[src/rtl/instr_fetch_ctrl_pkg.sv]
// Shared constants and types for the fetch sequencer: instruction encodings,
// fault codes and the fetch state enum.
package riscv_core_pkg;

    localparam logic [31:0] NOP_INSTR    = 32'h0000_0013;
    localparam logic [31:0] EBREAK_INSTR = 32'h0010_0073;

    localparam logic [1:0] FLT_NONE     = 2'b00;
    localparam logic [1:0] FLT_MISALIGN = 2'b01;
    localparam logic [1:0] FLT_RANGE    = 2'b10;

    typedef enum logic [1:0] {
        ST_BOOT  = 2'd0,
        ST_FETCH = 2'd1,
        ST_HALT  = 2'd2
    } fetch_state_t;

endpackage

[src/rtl/instr_fetch_ctrl_if.sv]
// Bundle of ROM, redirect, IF/ID handshake and status signals of the fetch sequencer.
// master = fetch controller, slave = surrounding core (ROM, decode, branch unit).
interface instr_fetch_ctrl_if #(parameter int W = 32);
    logic [W-1:0] imem_addr;
    logic [W-1:0] imem_rd;
    logic         redirect_valid;
    logic [W-1:0] redirect_pc;
    logic         if_valid;
    logic         if_ready;
    logic [W-1:0] if_instr;
    logic [W-1:0] if_pc;
    logic         fault;
    logic [1:0]   fault_code;
    logic         halted;
    logic [31:0]  fetch_cnt;

    modport master (
        output imem_addr,
        input  imem_rd,
        input  redirect_valid, redirect_pc,
        output if_valid,
        input  if_ready,
        output if_instr, if_pc, fault, fault_code, halted, fetch_cnt
    );

    modport slave (
        input  imem_addr,
        output imem_rd,
        output redirect_valid, redirect_pc,
        input  if_valid,
        output if_ready,
        input  if_instr, if_pc, fault, fault_code, halted, fetch_cnt
    );
endinterface

[src/rtl/instr_fetch_ctrl_pc_next_gen.sv]
// Combinational next-PC select (redirect > advance > hold) and fetch-address checks.
module pc_next_gen #(
    parameter int W     = 32,
    parameter int DEPTH = 256
) (
    input  logic [W-1:0] pc_i,
    input  logic         redirect_valid_i,
    input  logic [W-1:0] redirect_pc_i,
    input  logic         advance_i,
    output logic [W-1:0] pc_d_o,
    output logic         misalign_o,
    output logic         range_err_o
);
    always_comb begin
        pc_d_o = pc_i;
        if (redirect_valid_i)
            pc_d_o = redirect_pc_i;
        else if (advance_i)
            pc_d_o = pc_i + W'(4);
    end

    assign misalign_o  = (pc_i[1:0] != 2'b00);
    assign range_err_o = (pc_i >= W'(DEPTH * 4));
endmodule

[src/rtl/instr_fetch_ctrl.sv]
// Fetch sequencer: owns the PC, reads the instruction ROM and feeds decode through
// a one-entry IF/ID register. Optional feature macro: HALT_ON_EBREAK_EN.
module instr_fetch_ctrl
    import riscv_core_pkg::*;
#(
    parameter int           W        = 32,
    parameter logic [W-1:0] RESET_PC = '0,
    parameter int           DEPTH    = 256
) (
    input  logic                clk,
    input  logic                rst,
    instr_fetch_ctrl_if.master  bus
);
    fetch_state_t state_q, state_d;
    logic [W-1:0] pc_q, pc_d;
    logic         if_valid_q, if_valid_d;
    logic [W-1:0] if_instr_q, if_instr_d;
    logic [W-1:0] if_pc_q, if_pc_d;
    logic         fault_q, fault_d;
    logic [1:0]   fault_code_q, fault_code_d;
    logic [31:0]  fetch_cnt_q;

    logic hs, in_fetch, redir, misalign, range_err, flt_hit, capture, ebreak_hit, advance;

    assign hs       = if_valid_q & bus.if_ready;
    assign in_fetch = (state_q == ST_FETCH);
    assign redir    = bus.redirect_valid;
    assign flt_hit  = in_fetch & ~redir & (misalign | range_err);
    assign capture  = in_fetch & ~redir & ~flt_hit & (~if_valid_q | bus.if_ready);

`ifdef HALT_ON_EBREAK_EN
    assign ebreak_hit = capture & (bus.imem_rd == EBREAK_INSTR);
`else
    assign ebreak_hit = 1'b0;
`endif

    // An ebreak is delivered but the PC parks on it so a resume redirect is explicit.
    assign advance = capture & ~ebreak_hit;

    pc_next_gen #(.W(W), .DEPTH(DEPTH)) u_pc_next (
        .pc_i             (pc_q),
        .redirect_valid_i (redir),
        .redirect_pc_i    (bus.redirect_pc),
        .advance_i        (advance),
        .pc_d_o           (pc_d),
        .misalign_o       (misalign),
        .range_err_o      (range_err)
    );

    always_comb begin
        state_d      = state_q;
        if_valid_d   = if_valid_q;
        if_instr_d   = if_instr_q;
        if_pc_d      = if_pc_q;
        fault_d      = fault_q;
        fault_code_d = fault_code_q;
        case (state_q)
            ST_BOOT: state_d = ST_FETCH;
            default: begin
                if (redir) begin
                    state_d      = ST_FETCH;
                    if_valid_d   = 1'b0;
                    fault_d      = 1'b0;
                    fault_code_d = FLT_NONE;
                end else if (flt_hit) begin
                    // The pending word is left to drain; only the fetch stops.
                    state_d      = ST_HALT;
                    fault_d      = 1'b1;
                    fault_code_d = misalign ? FLT_MISALIGN : FLT_RANGE;
                    if (hs) if_valid_d = 1'b0;
                end else if (capture) begin
                    if_valid_d = 1'b1;
                    if_instr_d = bus.imem_rd;
                    if_pc_d    = pc_q;
                    if (ebreak_hit) state_d = ST_HALT;
                end else if (hs) begin
                    if_valid_d = 1'b0;
                end
            end
        endcase
    end

    always_ff @(posedge clk or posedge rst) begin
        if (rst) begin
            state_q      <= ST_BOOT;
            pc_q         <= RESET_PC;
            if_valid_q   <= 1'b0;
            if_instr_q   <= W'(NOP_INSTR);
            if_pc_q      <= '0;
            fault_q      <= 1'b0;
            fault_code_q <= FLT_NONE;
            fetch_cnt_q  <= '0;
        end else begin
            state_q      <= state_d;
            pc_q         <= pc_d;
            if_valid_q   <= if_valid_d;
            if_instr_q   <= if_instr_d;
            if_pc_q      <= if_pc_d;
            fault_q      <= fault_d;
            fault_code_q <= fault_code_d;
            fetch_cnt_q  <= fetch_cnt_q + 32'(hs);
        end
    end

    assign bus.imem_addr  = pc_q;
    assign bus.if_valid   = if_valid_q;
    assign bus.if_instr   = if_instr_q;
    assign bus.if_pc      = if_pc_q;
    assign bus.fault      = fault_q;
    assign bus.fault_code = fault_code_q;
    assign bus.halted     = (state_q == ST_HALT);
    assign bus.fetch_cnt  = fetch_cnt_q;
endmodule

[src/flat_wrapper.sv]
// flat-port wrapper written by rule: the top's interface ports become plain ports
module instr_fetch_ctrl_flat import riscv_core_pkg::*;
#(
    parameter int           W        = 32,
    parameter logic [W-1:0] RESET_PC = '0,
    parameter int           DEPTH    = 256
)
  (clk, rst, bus_imem_addr, bus_imem_rd, bus_redirect_valid, bus_redirect_pc, bus_if_valid, bus_if_ready, bus_if_instr, bus_if_pc, bus_fault, bus_fault_code, bus_halted, bus_fetch_cnt);
  instr_fetch_ctrl_if #(.W(W)) bus_i ();
  input  logic clk;
  input  logic rst;
  output wire logic [$bits(bus_i.imem_addr)-1:0] bus_imem_addr;
  input wire logic [$bits(bus_i.imem_rd)-1:0] bus_imem_rd;
  input wire logic [$bits(bus_i.redirect_valid)-1:0] bus_redirect_valid;
  input wire logic [$bits(bus_i.redirect_pc)-1:0] bus_redirect_pc;
  output wire logic [$bits(bus_i.if_valid)-1:0] bus_if_valid;
  input wire logic [$bits(bus_i.if_ready)-1:0] bus_if_ready;
  output wire logic [$bits(bus_i.if_instr)-1:0] bus_if_instr;
  output wire logic [$bits(bus_i.if_pc)-1:0] bus_if_pc;
  output wire logic [$bits(bus_i.fault)-1:0] bus_fault;
  output wire logic [$bits(bus_i.fault_code)-1:0] bus_fault_code;
  output wire logic [$bits(bus_i.halted)-1:0] bus_halted;
  output wire logic [$bits(bus_i.fetch_cnt)-1:0] bus_fetch_cnt;
  assign bus_imem_addr = bus_i.imem_addr;
  assign bus_i.imem_rd = bus_imem_rd;
  assign bus_i.redirect_valid = bus_redirect_valid;
  assign bus_i.redirect_pc = bus_redirect_pc;
  assign bus_if_valid = bus_i.if_valid;
  assign bus_i.if_ready = bus_if_ready;
  assign bus_if_instr = bus_i.if_instr;
  assign bus_if_pc = bus_i.if_pc;
  assign bus_fault = bus_i.fault;
  assign bus_fault_code = bus_i.fault_code;
  assign bus_halted = bus_i.halted;
  assign bus_fetch_cnt = bus_i.fetch_cnt;
  instr_fetch_ctrl #(.W(W), .RESET_PC(RESET_PC), .DEPTH(DEPTH)) u_core (.clk(clk), .rst(rst), .bus(bus_i));
endmodule
[config.mk]
export PLATFORM = sky130hd
export DESIGN_NAME = instr_fetch_ctrl_flat
export DESIGN_NICKNAME = d
export VERILOG_FILES = /design/src/rtl/instr_fetch_ctrl_pkg.sv /design/src/rtl/instr_fetch_ctrl_if.sv /design/src/rtl/instr_fetch_ctrl_pc_next_gen.sv /design/src/rtl/instr_fetch_ctrl.sv /design/src/flat_wrapper.sv
export SDC_FILE = /design/constraint.sdc
export NUM_CORES = 1
export LEC_CHECK = 0
export BUFFER_PORTS_ARGS = -buffer_cell sky130_fd_sc_hd__buf_4
export CAP_MARGIN = 10
export CORE_MARGIN = 2
export CORE_UTILIZATION = 44
export CTS_BUF_LIST = sky130_fd_sc_hd__clkbuf_16
export CTS_CLUSTER_SIZE = 10
export DETAILED_ROUTE_END_ITERATION = 16
export PLACE_DENSITY = 0.76
export REMOVE_ABC_BUFFERS = 1
export SETUP_SLACK_MARGIN = 0.1
export SLEW_MARGIN = 20
export SYNTH_ARGS = -nofsm -noshare
export SYNTH_HDL_FRONTEND = slang
export SYNTH_SLANG_ARGS = --single-unit
[constraint.sdc]
create_clock -name clk -period 4.29 [get_ports clk]
set_input_delay 0.858 -clock clk [delete_from_list [all_inputs] [get_ports clk]]
set_output_delay 0.858 -clock clk [all_outputs]
set_load 0.05 [all_outputs]
Word level (Yosys, flattened, before mapping)
Index checks and enable logic that the tools add are counted.
{"block": "word_totals", "regBits": 134, "out_inout_bits": 133, "elab_cells": 45}
{"block": "classes", "add_sub_neg": 2, "magnitude_cmp": 1, "eq_ne": 2, "mux": 14, "bitwise": 11, "n_reduce_logical": 7}
{"operator": "two-way mux 32 bit", "n": 2}
{"operator": "adder 32 x 1 -> 32 bit", "n": 1}
{"operator": "adder 32 x 3 -> 32 bit (second input constant)", "n": 1}
{"operator": "greater-or-equal comparator 32 x 11 -> 1 bit (second input constant)", "n": 1}
{"operator": "two-way mux 2 bit", "n": 6}
{"operator": "two-way mux 1 bit", "n": 6}
{"operator": "nonzero test 2 bit", "n": 3}
{"operator": "AND 1 bit", "n": 5}
{"operator": "inverter 1 bit", "n": 4}
{"operator": "AND reduction 4 bit", "n": 1}
{"operator": "nonzero test 3 bit", "n": 1}
{"operator": "== test 2 x 1 -> 1 bit (second input constant)", "n": 1}
{"operator": "== test 2 bit (second input constant)", "n": 1}
{"operator": "logical NOT 2 bit", "n": 1}
{"operator": "bitwise OR 1 bit", "n": 2}
{"operator": "AND reduction 2 bit", "n": 1}

Depth between registers and ports, before layout
Gate-level depths: netlist of the first run.
{"block": "logic_depth", "depth_word": 9, "mapped_depth": 9}

Modules after synthesis
A second synthesis of the first run with hierarchy kept.
{"block": "hier_totals", "hier_cells": 507, "area_unflattened_um2": 6095.8}
{"mod": "instr_fetch_ctrl", "n_inst": 1, "cells_per_inst": 328, "area_per_inst_um2": 5021.1, "seq_area_each_um2": 3357.0}
{"mod": "pc_next_gen", "n_inst": 1, "cells_per_inst": 179, "area_per_inst_um2": 1074.8, "seq_area_each_um2": 0.0}

Worst setup path after synthesis of the first run
No wires, ideal clock.
{"block": "synth_path", "kind": "input to register", "from": "in bus_if_ready", "to": "reg u_core.fetch_cnt_q[24], in the netlist u_core.bus.fetch_cnt[24]", "t_arrival_ps": 2249, "t_required_ps": 4149, "setup_slack_ps": 1900, "path_stages": 9, "n_path_buf": 1, "cell_sequence": "and2_1 -> ha_1 -> ha_1 -> nand2_1 -> nor2_1 -> and3_1 -> clkbuf_1 -> nand4_1 -> xnor2_1"}
{"block": "synth_between", "elab_chain_len": 2}
{"element": "start, declared", "line": "flat_wrapper.sv:17", "source": "input wire logic [$bits(bus_i.if_ready)-1:0] bus_if_ready;"}
{"element": "AND 1 bit", "line": "instr_fetch_ctrl.sv:25", "source": "assign hs = if_valid_q & bus.if_ready;"}
{"element": "adder 32 x 1 -> 32 bit", "line": "instr_fetch_ctrl.sv:101", "source": "fetch_cnt_q <= fetch_cnt_q + 32'(hs);"}
{"element": "end signal, assigned", "line": "instr_fetch_ctrl.sv:101"}
{"element": "end, declared", "line": "instr_fetch_ctrl.sv:21", "source": "logic [31:0] fetch_cnt_q;"}
No other way between the ends.
A chain may end at the register's enable or synchronous reset.

Worst setup path in the final report of the first run
{"block": "layout_path", "from": "in bus_redirect_valid", "to": "reg u_core.pc_q[9], in the netlist u_core.bus.imem_addr[9]"}
{"block": "layout_between", "elab_chain_len": 7}
{"element": "start, declared", "line": "flat_wrapper.sv:14", "source": "input wire logic [$bits(bus_i.redirect_valid)-1:0] bus_redirect_valid;"}
{"element": "inverter 1 bit (no source line)"}
{"element": "AND 1 bit", "line": "instr_fetch_ctrl.sv:28, instr_fetch_ctrl.sv:29"}
{"element": "AND 1 bit", "line": "instr_fetch_ctrl.sv:28", "source": "assign flt_hit = in_fetch & ~redir & (misalign | range_err);"}
{"element": "inverter 1 bit (no source line)"}
{"element": "AND 1 bit (2 in series)", "line": "instr_fetch_ctrl.sv:29", "source": "assign capture = in_fetch & ~redir & ~flt_hit & (~if_valid_q | bus.if_ready);"}
{"element": "nonzero test 2 bit (no source line)"}
{"element": "end signal, assigned", "line": "instr_fetch_ctrl.sv:95", "source": "pc_q <= pc_d;"}
{"element": "end, declared", "line": "instr_fetch_ctrl.sv:15", "source": "logic [W-1:0] pc_q, pc_d;"}
Several ways; a longest one is shown, not always the timed one.

==> summary.md, run 1 <==
| Metric | Value |
|---|---|
| Run status | finished clean |
| Count of cell types in the netlist | 40 |
| DR vias | 4154 |
| Leakage | 4.09 nW |
| Routed len/inst | 14.9 um |
| Dpl hpwl | 8870 um |
| Iteration-0 DRC Markers | 264 |
| RSZ-0062 raised after global routing | no |
| Commonest non-fill, non-tap cell in the layout | buf_4 |
| Layout cell share with drive strength beyond 1 | 0.383 |
| Number of global-route vias before repair | 4033 |
| Worst Path Required | 4.58 ns |
| Die area | 13100 um^2 |
| Root buffer cell | clkbuf_16 |
| Initial antenna violation count | 0 |
| Placed instance area | 7000 um^2 |
| Antenna Violating Nets Remaining | 0 |
| Clock Skew | 0.00720 ns |
| Most frequent cells in the layout | buf_4, nand2_1, dfrtp_1, mux2_2, nor2b_1 |
| Fin nets | 759 |
| First-pass GRT wire length | 20100 um |
| PD cells | 416 nW/um^2 |
| Starting Density | 0.450 |
| CP Max Fanout | 54 |
| Hold Buf Count CTS | 0 |
| Antenna fix cells | 0 |
| Synthesis-to-layout area growth | 41.7% |
| CTS Buf Count | 17 |
| Fmax | 0.365 GHz |
| Total power | 3.17 mW |
| Worst-Skew Late Latency | 0.41 ns |
| CTS tree | built |
| Setup crit start kind | input port |
| Yosys warning count | 0 |
| Die Wd | 115 um |
| Vias/cell | 4.90 |
| Drt pass-1 iters | 5 |
| Post-synth EDFFs | 0 |
| Syn_area_per_cell | 11.1 um^2 |
| Async SR Flop Fraction | 1.00 |
| Clock slew at reported path FFs | 0.05 ns |
| Routability congestion estimate | 0.758 |
| Max-slew violation count | 0 |
| Setup crit end kind | register |
| # Post-CTS Setup Buffers | 0 |
| Setup CP Type | in2reg |
| Die Y | 115 um |
| Yosys reg bits | 134 |
| Highest ir drop seen on vdd | 0.369 mV |
| Finished Cell Area | 7620 um^2 |
| Final Critical Period | 2.74 ns |
| Post-synthesis sequential area ratio | 0.624 |
| Max Cap Violations | 0 |
| Clk buf depth | 2 |
| Post_cts resized | 0 |
| Port buffer count | 200 |
| Post-Synthesis Cells | 484 |
| Count of final setup violators | 0 |
| Core Region | 12000 um^2 |
| GRT Util Overall | 0.197 |
| Hold Crit Class | reg2reg |
| Slew headroom | 0.368 |
| Rows | 40 |
| Arrival time worst endpoint | 3.03 ns |
| Mapped Area | 5380 um^2 |
| Post-route DRC | 0 |
| Final Cycle Share | 0.638 |
| Routed WL | 12700 um |
| Most used DFF post-synth | dfrtp_1 |
| Depth of the CTS H-tree | 4 |
| Endpoints failing hold | 0 |
| Clock Sinks | 134 |
| IO Count | 201 |
| Largest net degree at the start of global routing | 67 |
| Grt ovf | 0 |
| Worst-margin pin slew | 0.948 ns |
flip-flops by register name, summed over array words and instances, names as in the netlist:
| register | flops |
|---|---|
| u_core.bus.fault | 1 |
| u_core.state_q | 2 |
| u_core.bus.if_instr | 32 |
| u_core.bus.if_valid | 1 |
| u_core.bus.fetch_cnt | 32 |
| u_core.bus.fault_code | 2 |
| u_core.bus.imem_addr | 32 |
| u_core.bus.if_pc | 32 |
where the power goes:
part	switching (mW)	leakage (nW)	internal (mW)
combinational	0.203	2.00	0.119
clock	0.499	0.313	1.01
sequential	0.0388	1.78	1.30
total	0.741	4.09	2.43
cells by family (layout without fill, tap and decap cells):
kind of cell    Yosys count  count (layout)  synth area share
simple gates            237             237             0.208
compound gates           26              26            0.0328
xor+xnor                 30              30            0.0488
fa+ha+maj                 4               4           0.00930
mux                      26              26            0.0540
buf+inv                  27             243            0.0233
flops                   134             134             0.624
final cells by class:
type / count / area (um^2)
repair buffers: 203 / 1520
clock inverters: 15 / 193
fillers: 971 / 4340
flip-flops and latches: 134 / 3360
multi-input cells: 323 / 1900
clock buffers: 17 / 425
well taps: 147 / 184
inverters: 8 / 35.0
metal layers:
metal  wire, um  track usage  vias to the layer above
li1           -            -                     2000
met4        110       0.0577                        0
met2       6200        0.308                      160
met5          0            0                        -
met3        985       0.0746                        8
met1       5360        0.258                     1986
cell usage after synthesis, drive strengths merged (10+ instances only):
cell type / n / area, um^2
and3: 10 / 67.6
nor2b: 24 / 150
mux2: 24 / 270
nand2: 132 / 495
dfrtp: 131 / 3280
nand3: 23 / 115
nor2: 19 / 71.3
o21ai: 10 / 50.1
buf: 11 / 65.1
xnor2: 17 / 149
xor2: 13 / 114
critical path, stage by stage:
cell	delay (ns)
buf_4	0.25
nor3b_2	0.28
nand2_1	0.13
or3_2	0.87
and3_4	0.36
a211o_1	0.25
final timing paths:
check                                         startpoint                 endpoint  slack (ns)  cells after the start
worst max-delay path                  bus_redirect_valid  u_core.bus.imem_addr[9]        1.55                      6
worst min-delay path              u_core.bus.if_instr[0]   u_core.bus.if_instr[0]        0.45                      2
worst max register to register  u_core.bus.imem_addr[13]  u_core.bus.imem_addr[9]        1.65                      5
worst min register to register    u_core.bus.if_instr[0]   u_core.bus.if_instr[0]        0.45                      2
max in group asynchronous                            rst     u_core.bus.if_pc[13]        2.89                      3
min in group asynchronous                            rst  u_core.bus.if_instr[16]        0.46                      2
through the flow:
| step | TNS (ns) | setup slack, ns | cells | hold slack (ns) | util |
|---|---|---|---|---|---|
| 3_3_place_gp | 0 | 1.22 | 815 | 0.447 | 0.586 |
| 2_1_floorplan | -55.47 | -0.993 | 465 | 0.512 | - |
| 4_1_cts | 0 | 1.57 | 847 | 0.458 | 0.637 |
| 5_1_grt | 0 | 1.42 | 847 | 0.470 | 0.637 |
| 6_report | 0 | 1.55 | 847 | 0.454 | 0.637 |
| 3_5_place_dp | 0 | 1.12 | 815 | 0.451 | 0.586 |
No activity file was read; power rests on OpenSTA's default activity.
==> inputs of run 2 (changes only) <==
--- a/config.mk
+++ b/config.mk
@@ -8,11 +8,11 @@
 export BUFFER_PORTS_ARGS = -buffer_cell sky130_fd_sc_hd__buf_4
 export CAP_MARGIN = 10
 export CORE_MARGIN = 2
-export CORE_UTILIZATION = 44
+export CORE_UTILIZATION = 49
 export CTS_BUF_LIST = sky130_fd_sc_hd__clkbuf_16
 export CTS_CLUSTER_SIZE = 10
 export DETAILED_ROUTE_END_ITERATION = 16
-export PLACE_DENSITY = 0.76
+export PLACE_DENSITY = 0.8
 export REMOVE_ABC_BUFFERS = 1
 export SETUP_SLACK_MARGIN = 0.1
 export SLEW_MARGIN = 20
==> constraint.sdc (replaced) <==
create_clock -name clk -period 2.7 [get_ports clk]
set_input_delay 0.54 -clock clk [delete_from_list [all_inputs] [get_ports clk]]
set_output_delay 0.54 -clock clk [all_outputs]
set_load 0.05 [all_outputs]
==> run 2 against run 1 <==
Final area grew 0.41%; critical path type is now reg2reg; clock-buffer cell count is the same; register-to-register slack lost 1.3 ns; combinational power grew 60%; global-route usage grew 2.8 points; largest cell class unchanged; non-clock buffer count grew 6; sequential power grew 59%.
==> summary.md, run 2 (synthesis gave the netlist of run 1 again) <==
| Metric | Value |
|---|---|
| Run status | finished clean |
| Endpoints failing hold | 0 (unchanged) |
| Final Critical Period | 2.33 ns |
| Routability congestion estimate | 0.783 (+3.4%) |
| Most frequent cells in the layout | buf_4, nand2_1, dfrtp_1, mux2_2, nor2b_1 |
| IO Count | 201 (unchanged) |
| Setup CP Type | reg2reg |
| Clk buf depth | 2 (unchanged) |
| Die Y | 109 um (-5.1%) |
| Met2 Resource Use GR | 0.363 (+0.0557) |
| Drt pass-1 iters | 4 (-1) |
| Root buffer cell | clkbuf_16 |
| Port buffer count | 200 (unchanged) |
| Routed len/inst | 15.3 um (+2.5%) |
| Pre-CTS setup slack | 0.359 ns (-0.766 ns) |
| Number of global-route vias before repair | 4140 (+2.7%) |
| Setup crit start kind | register |
| # Post-CTS Setup Buffers | 0 (unchanged) |
| Post-Route Setup TNS | 0 ns (unchanged) |
| Cell Chain, Critical Path | nor4_2 -> nand4_2 -> or3_2 -> buf_4 -> nand3_1 -> nand3_1 |
| Hold Slack | 0.210 ns (-0.244 ns) |
| Top cell by count, worst path | nand3_1 |
| Largest net degree at the start of global routing | 64 (-4.5%) |
| Clock slew at reported path FFs | 0.05 ns (about the same) |
| Max-slew violation count | 0 (unchanged) |
| Core Region | 10800 um^2 (-9.8%) |
| Busiest grt layer | met2 |
| RSZ-0062 raised after global routing | no |
| Leakage | 4.11 nW (+0.36%) |
| Rows | 38 (-5.0%) |
| Post_cts resized | 0 (unchanged) |
| Crit-path leading delay family | simple AND/OR/NAND/NOR gates |
| CP max stage cell | or3_2 |
| Synthesis-to-layout area growth | 42.3% |
| Finished Cell Area | 7650 um^2 (+0.41%) |
| DR vias | 4205 (+1.2%) |
| Iteration-0 DRC Markers | 374 (+42%) |
| Final worst slack | 0.369 ns (-1.18 ns) |
| Die Wd | 109 um (-5.1%) |
| Total power | 5.01 mW (+58%) |
| Arrival time worst endpoint | 2.62 ns (-0.41 ns) |
| GRT Util Overall | 0.226 (+0.0282) |
| Worst Path Required | 2.99 ns (-1.59 ns) |
| CTS Buf Count | 17 (unchanged) |
| Met3 Use GR | 0.0652 (-0.00949) |
| Starting Density | 0.498 (+0.0487) |
| FF/Latch Area | 3360 um^2 (unchanged) |
| Commonest non-fill, non-tap cell in the layout | buf_4 |
| Slowest stage delay, CP | 0.70 ns (-0.17 ns) |
| Clock Sinks | 134 (unchanged) |
| Dpl hpwl | 9350 um (+5.4%) |
| Clock Skew | 0.0185 ns (+0.0113 ns) |
| Area occupied by multi-input gates | 1900 um^2 (unchanged) |
| Final Cycle Share | 0.863 |
| Vias/cell | 4.97 (+1.3%) |
| First-pass GRT wire length | 20500 um (+2.0%) |
| Hold Buf Count CTS | 0 (unchanged) |
| CP Max Fanout | 38 (-30%) |
| Count of final setup violators | 0 (unchanged) |
| Worst-margin pin slew | 0.568 ns (-0.380 ns) |
| Antenna fix cells | 0 (unchanged) |
| Routed WL | 12900 um (+2.3%) |
| Fmax | 0.429 GHz |
| Filler instances | 815 (-16%) |
| Setup crit end kind | register |
| Worst-Skew Late Latency | 0.41 ns (about the same) |
| Initial antenna violation count | 0 (unchanged) |
| Hold Crit Class | in2async |
| Max Cap Violations | 0 (unchanged) |
| Layout cell share with drive strength beyond 1 | 0.394 (+0.0109) |
| CTS tree | built |
| Die area | 11800 um^2 (-9.9%) |
| Antenna Violating Nets Remaining | 0 (unchanged) |
| Worst Path Buf+Inv | 1 (unchanged) |
| Depth of the CTS H-tree | 4 (unchanged) |
| Highest ir drop seen on vdd | 0.408 mV (+11%) |
| Fin nets | 765 (+0.79%) |
| PD cells | 654 nW/um^2 (+57%) |
| Post-route DRC | 0 (unchanged) |
| Slew headroom | 0.621 (+0.253) |
| Met1 usage | 0.292 (+0.0339) |
| Placed instance area | 7040 um^2 (+0.52%) |
| Grt ovf | 0 (unchanged) |
==> run 2: final cells by class <==
| cell class | instances | area share |
|---|---|---|
| Inverter | 8 | 0.00458 |
| Clock inverter | 15 | 0.0245 |
| Timing Repair Buffer | 209 | 0.205 |
| Clock buffer | 17 | 0.0556 |
| Tap cell | 140 | 0.0229 |
| Sequential cell | 134 | 0.439 |
| Multi-Input combinational cell | 323 | 0.249 |
==> run 2: through the flow <==
step                      std cells   util
after floorplan                 465      -
after global placement          814  0.652
after detailed placement        814  0.652
after CTS                       846  0.709
after global routing            846  0.709
final                           846  0.709
==> run 2: report_power, final <==
part           internal, mW  total, mW  leakage (nW)  switching [mW]
Clock                  1.53       2.37         0.297           0.834
Sequential             2.07       2.13          1.78          0.0620
Combinational         0.191      0.516          2.03           0.324
Total                  3.79       5.01          4.11            1.22
==> run 2: routing by layer <==
layer | vias to the layer above | share of wire
li1 | 2022 | -
met3 | 8 | 0.067
met2 | 148 | 0.50
met5 | - | 0
met1 | 2027 | 0.42
met4 | 0 | 0.0082
==> run 2: worst paths after layout <==
path                                          startpoint                      end  slack (ns)  cells after the start
worst min-delay path                                 rst  u_core.bus.if_instr[29]        0.21                      2
worst max-delay path            u_core.bus.imem_addr[13]  u_core.bus.imem_addr[5]        0.37                      6
worst min register to register   u_core.bus.if_instr[27]  u_core.bus.if_instr[27]        0.47                      2
max in group asynchronous                            rst  u_core.bus.if_instr[10]        1.69                      3
worst max register to register  u_core.bus.imem_addr[13]  u_core.bus.imem_addr[5]        0.37                      6
min in group clk                         bus_imem_rd[17]  u_core.bus.if_instr[17]        0.33                      3
